**config.mk**
```make
export PLATFORM = sky130hd
export DESIGN_NAME = bitwise_nor_4bit
export DESIGN_NICKNAME = d
export VERILOG_FILES = /design/src/rtl/bitwise_nor_4bit.sv
export SDC_FILE = /design/constraint.sdc
export NUM_CORES = 1
export LEC_CHECK = 0
export CAP_MARGIN = 20
export CORE_AREA = 8 8 45 47
export DETAILED_ROUTE_END_ITERATION = 10
export DIE_AREA = 0 0 53 55
export PLACE_DENSITY = 0.55
export SYNTH_ARGS = -nofsm -noshare
export SYNTH_HDL_FRONTEND = slang
export SYNTH_SLANG_ARGS = --single-unit
```
**constraint.sdc**
```tcl
create_clock -name i_clk -period 1 [get_ports i_clk]
set_clock_uncertainty 0.1 [all_clocks]
set_input_delay 0.1 -clock i_clk [delete_from_list [all_inputs] [get_ports i_clk]]
set_output_delay 0.1 -clock i_clk [all_outputs]
set_load 0.1 [all_outputs]
```
**src/rtl/bitwise_nor_4bit.sv**
```systemverilog
// 4-bit bitwise NOR slice: a gate-level combinational result for the ALU mux,
// plus an enable-gated registered copy with a valid flag for pipelined consumers.
`timescale 1ns/1ps
module bitwise_nor_4bit (
    input  logic       i_clk,
    input  logic       i_rst_n,
    input  logic [3:0] i_op1,
    input  logic [3:0] i_op2,
    input  logic       i_en,
    output logic [3:0] o_dat,
    output logic [3:0] o_dat_q,
    output logic       o_vld_q
);

    wire  [3:0] nor_w;
    logic [3:0] dat_d;
    logic [3:0] dat_q;
    logic       vld_d;
    logic       vld_q;

    // One 2-input nor primitive per bit; this path never sees clock, reset or enable.
    genvar k;
    generate
        for (k = 0; k < 4; k++) begin : g_nor
            nor u_nor (nor_w[k], i_op1[k], i_op2[k]);
        end
    endgenerate

    assign o_dat = nor_w;

    // Enable is a hold mux in front of D; the clock itself is never gated.
    always_comb begin
        dat_d = dat_q;
        vld_d = vld_q;
        if (i_en) begin
            dat_d = nor_w;
            vld_d = 1'b1;
        end
    end

    always_ff @(posedge i_clk or negedge i_rst_n) begin
        if (!i_rst_n) begin
            dat_q <= 4'b0000;
            vld_q <= 1'b0;
        end else begin
            dat_q <= dat_d;
            vld_q <= vld_d;
        end
    end

    assign o_dat_q = dat_q;
    assign o_vld_q = vld_q;

endmodule

```
==> impl_metrics.ini, run 1 <==
[run_status]
outcome = finished, violations left
violations = setup timing

[setup_path]
critical_path_depth = 1
worstRegToRegCells = 1
crit_path_top_delay_cell = dfrtp_4
cpLargestDelayFamily = flip-flops
path_max_fanout = 2
crit_type = register to output port
start_kind = register
crit_arrival_ns = 0.90
worst-path-buf-inv = 1
crit_path_cell_trace = buf_12
end_kind = output port
r2r_slack_ns = 0.03
required_ns = 0.80
critical-path-max-stage-delay_ns = 0.49

[routing]
totalWireLength_um = 746
vias = 215
drt-initial-drc-count = 0
avgRoutedWirePerCell_um = 13.1
drc = 0
viasPerCell = 3.77
ant_nets = 0
first_pass_iters = 1

[pwr]
p_leak_nw = 0.267
peakVddDrop_v = 0.000439
power.internal_w = 0.000522
p_sw_w = 0.000315
p_per_area_nw_per_um2 = 1390
p_comb_frac = 0.429
p_sw_frac = 0.376
power.share.clock = 0.279
power_frac_seq = 0.291

[sta]
tns_ns = -0.501
slew_headroom = 0.829
tightest_slew_ns = 0.257
final-hold-violation-count = 0
setup_violations = 5
slew_violations = 0
worst_slack_ns = -0.103
rsz0062_at_grt = yes
period_minus_slack_ns = 1.10
max_clock_freq_ghz = 0.907
min_period_over_period = 1.10

[logic_synthesis]
ys.flop_type = dfrtp_1
synth_area_leaders = dfrtp_1 (65%), mux2_1 (24%), nor2_1 (7.8%), or2_1 (3.3%)
synth_top_cell_by_area = dfrtp_1
synth-edff-count = 0
synthesis.instances = 14
syn_nets = 25
async_flop_share = 1.00
synth_commonest_cells = dfrtp_1 (5), mux2_1 (4), nor2_1 (4)
syn_avg_cell_area_um2 = 13.7
synth.most_common_cell = dfrtp_1
synth.distinct_cells = 4
synth_area_um2 = 191
ys_seq_area_frac = 0.654
ys_warn_count = 0
synth_top_cell_area_share = 0.654
synth_seq_cells = 5

[die]
die_area_um2 = 2920
start_util = 0.138
rows = 14
die_width_um = 53
core_um2 = 1380
io_pins = 20
die_h_um = 55

[layout]
nets = 53
fill_cells = 138
fin_area_um2 = 601
layout-drive-gt1-share = 0.707
area_growth_pct = 214
num_antenna_cells = 0
final_cells = 57

[clocking]
clock_latency_ns = 0.24
cts_root_buf = clkbuf_4
cts.clk_slew.worst_paths_ns = 0.04
cts_buffer_depth = 2
numCtsBuffers = 3
clock-sinks = 5
cts-htree-levels = 1
cts_tree = done

[global_route]
grt_overflow = 0
grt_usage = 0.0663
antenna_found_initial = 0
grt_first_pass_wirelength_mm = 1.27
grt_max_degree = 6
grt_pass1_vias = 283

[place]
io_buffers = 19
gp_congestion = 0.645
dpl_cell_area_um2 = 556
place_inst = 49

[worst_hold_path]
hold_class = input pin to asynchronous set/reset pin

[run]
max_cap_violations = 0
-- cells by family after synthesis --
logic type       count (synthesis)  share of synthesized area
DFF                              5                      0.654
muxes                            4                      0.235
and+or+nand+nor                  5                      0.111
-- per-layer routing --
layer | track usage | share of wire | vias to the layer above
li1 | - | - | 99
met1 | 0.0566 | 0.32 | 98
met2 | 0.0898 | 0.46 | 14
met3 | 0.0535 | 0.17 | 4
met4 | 0.0776 | 0.046 | 0
met5 | 0 | 0 | -
-- registers in the layout (all words and copies together) (netlist names) --
name     count
o_dat_q      4
o_vld_q      1
-- final timing paths --
check | from | endpoint
worst min-delay path | i_rst_n | o_dat_q[2]$_DFFE_PN0P_
worst min register to register | o_vld_q$_DFFE_PN0P_ | o_vld_q$_DFFE_PN0P_
max in group asynchronous | i_rst_n | o_dat_q[1]$_DFFE_PN0P_
worst max register to register | o_dat_q[3]$_DFFE_PN0P_ | o_dat_q[3]$_DFFE_PN0P_
worst max-delay path | o_dat_q[3]$_DFFE_PN0P_ | o_dat_q[3]
min in group i_clk | i_en | o_vld_q$_DFFE_PN0P_
-- stage by stage --
stage / total power [W] / util / hold slack [ns] / setup WS (ns)
finish: 0.000837 / 0.434 / 0.0518 / -0.103
global route: 0.000878 / 0.434 / 0.0671 / -0.134
CTS: 0.000857 / 0.441 / 0.289 / -0.115
detailed placement: 0.000611 / 0.401 / 0.247 / -0.266
global placement: 0.000611 / 0.401 / 0.237 / -0.284
floorplan: 0.000442 / - / -0.296 / -0.127
-- layout by cell type, fill, tap and decap left out --
cell,instances
mux2_4,4
or2_1,1
dlygate4sd3_1,1
nor2_4,4
buf_12,9
clkbuf_1,1
dfrtp_4,5
buf_4,4
dlygate4sd2_1,9
clkbuf_4,3
-- timing repair --
item	CTS	global route
endpoints found under the setup margin	13	8
buffers inserted	4	0
endpoints found under the hold margin	5	0
pin swaps	4	0
hold buffers	1	0
resized for setup	9	0
-- area by class of cell --
class                   instances  area [um2]  area share
flip-flops and latches          5         144       0.240
repair buffers                 23         299       0.498
multi-input cells               9         111       0.185
clock buffers                   4        26.3      0.0438
well taps                      16        20.0      0.0333
-- power groups by stage --
stage / logic, W / registers (W) / clock network (W)
6_report: 0.000359 / 0.000244 / 0.000234
5_1_grt: 0.000370 / 0.000247 / 0.000261
4_1_cts: 0.000366 / 0.000244 / 0.000247
3_5_place_dp: 0.000364 / 0.000247 / 0
3_3_place_gp: 0.000364 / 0.000247 / 0
2_1_floorplan: 0.0000973 / 0.000344 / 0
Power figures use the tool's default switching activity.
==> inputs of run 2 (changes only) <==
--- a/config.mk
+++ b/config.mk
@@ -9,6 +9,7 @@
 export CORE_AREA = 8 8 45 47
 export DETAILED_ROUTE_END_ITERATION = 10
 export DIE_AREA = 0 0 53 55
+export MAX_ROUTING_LAYER = met4
 export PLACE_DENSITY = 0.55
 export SYNTH_ARGS = -nofsm -noshare
 export SYNTH_HDL_FRONTEND = slang
==> constraint.sdc (replaced) <==
create_clock -name i_clk -period 1 [get_ports i_clk]
set_clock_uncertainty 0.1 [all_clocks]
set_input_delay 0.25 -clock i_clk [delete_from_list [all_inputs] [get_ports i_clk]]
set_output_delay 0.25 -clock i_clk [all_outputs]
set_load 0.1 [all_outputs]
==> impl_metrics.ini, run 2 (same netlist as run 1, synthesis figures left out) <==
[run_status]
outcome = finished, violations left
violations = setup timing

[clocking]
clock-sinks = 5
cts_buffer_depth = 2
cts-htree-levels = 1
hold_buffers = 0
cts.clk_slew.worst_paths_ns = 0.05
cts_root_buf = clkbuf_4
numCtsBuffers = 3
clock_latency_ns = 0.23
cts_tree = done

[setup_path]
critPathCapture = o_vld_q
cpLargestDelayFamily = flip-flops
path_max_fanout = 2
crit_arrival_ns = 0.90
r2r-end = o_dat_q[0]$_DFFE_PN0P_
critical-path-max-stage-delay_ns = 0.49
worstRegToRegCells = 1
r2r_slack_ns = 0.01
start_kind = register
required_ns = 0.65
end_kind = output port
r2r-start = o_dat_q[0]$_DFFE_PN0P_
crit_path_cell_trace = buf_12
crit_path_top_delay_cell = dfrtp_4
worst-path-buf-inv = 1
critical_path_depth = 1
crit_type = register to output port
crit_start = o_vld_q$_DFFE_PN0P_

[die]
rows = 14
core_um2 = 1380
die_area_um2 = 2920
io_pins = 20
start_util = 0.138
die_h_um = 55
die_width_um = 53

[worst_hold_path]
hold_class = input pin to asynchronous set/reset pin

[sta]
worst_slack_ns = -0.251
slew_violations = 0
tns_ns = -1.23
tightest_slew_ns = 0.240
min_period_over_period = 1.25
rsz0062_at_grt = yes
setup_violations = 9
slew_headroom = 0.840
period_minus_slack_ns = 1.25
final-hold-violation-count = 0
hold_ws_ns = 0.130
max_clock_freq_ghz = 0.800

[routing]
routed.top_layer = met4
drt-initial-drc-count = 0
ant_nets = 0
drc = 0
avgRoutedWirePerCell_um = 13.5
met2_length_um = 262
first_pass_iters = 1
dr_wl_met3_um = 164
totalWireLength_um = 728
viasPerCell = 3.80
met1_length_um = 296
vias = 205

[pwr]
power.total_w = 0.000831
power_frac_seq = 0.291
p_sw_w = 0.000306
power.internal_w = 0.000524
p_leak_nw = 0.252
p_sw_frac = 0.369
power.share.clock = 0.275
p_per_area_nw_per_um2 = 1410
peakVddDrop_v = 0.000480
p_comb_frac = 0.434

[place]
io_buffers = 19
dp_hpwl_um = 629
gp_congestion = 0.689

[layout]
num_antenna_cells = 0
fill_cells = 129
multi_input_area_um2 = 104
area_growth_pct = 208
nets = 50
layout_common_cells = buf_12 (9), buf_6 (8), dfrtp_4 (5), nor2_4 (4), clkbuf_4 (3)
final_util = 0.427
regArea_um2 = 144
largest_reg_flops = 4
layout_commonest_cell = buf_12
layout-drive-gt1-share = 0.842

[global_route]
antenna_found_initial = 0
grt_overflow = 0
grt_max_degree = 6
grt_pass1_vias = 260
grt_first_pass_wirelength_mm = 1.21
grt_usage = 0.0616

[run]
max_cap_violations = 0
run 2: cell types whose count changed in the layout (fill, tap and decap cells not counted), sizes merged:
cell | before | now
buf | 13 | 18
clkdlybuf4s50 | 0 | 1
dlygate4sd2 | 9 | 1
dlygate4sd3 | 1 | 0
run 2: routing by layer:
| metal | global-route usage | vias up |
|---|---|---|
| li1 | - | 93 |
| met1 | 0.0661 | 90 |
| met2 | 0.0703 | 20 |
| met3 | 0.0481 | 2 |
| met4 | 0.0517 | 0 |
| met5 | - | - |
run 2: what timing repair did:
item	in CTS	in global routing
pin swaps	4	2
endpoints found under the setup margin	14	13
setup buffers	1	0
gates resized for setup	41	2
run 2: metrics by stage:
step                      cell area, um2  setup WS [ns]  instances
final                                591         -0.251         54
after CTS                            583         -0.261         54
after detailed placement             541         -0.417         49
after global routing                 591         -0.268         54
after global placement               541         -0.397         49
after floorplan                      240         -0.142         14
run 2: worst min path at each step:
stage	end	slack, ns	cells after the start
after floorplan	o_dat_q[0]$_DFFE_PN0P_	-0.15	0
after global placement	o_vld_q$_DFFE_PN0P_	0.39	1
after detailed placement	o_dat_q[1]$_DFFE_PN0P_	0.39	1
after CTS	o_vld_q$_DFFE_PN0P_	0.14	1
after global routing	o_dat_q[1]$_DFFE_PN0P_	0.15	1
final	o_vld_q$_DFFE_PN0P_	0.13	1
run 2: final cells by class:
| cell class | count | area share |
|---|---|---|
| flip-flops and latches | 5 | 0.244 |
| clock buffers | 4 | 0.0445 |
| well taps | 16 | 0.0339 |
| multi-input cells | 9 | 0.176 |
| repair buffers | 20 | 0.502 |
run 2: power by group through the flow:
stage	registers, W	logic (W)	clock network (W)
2_1_floorplan	0.000343	0.0000845	0
3_3_place_gp	0.000245	0.000350	0
3_5_place_dp	0.000245	0.000352	0
4_1_cts	0.000242	0.000358	0.000238
5_1_grt	0.000245	0.000373	0.000248
6_report	0.000242	0.000360	0.000228
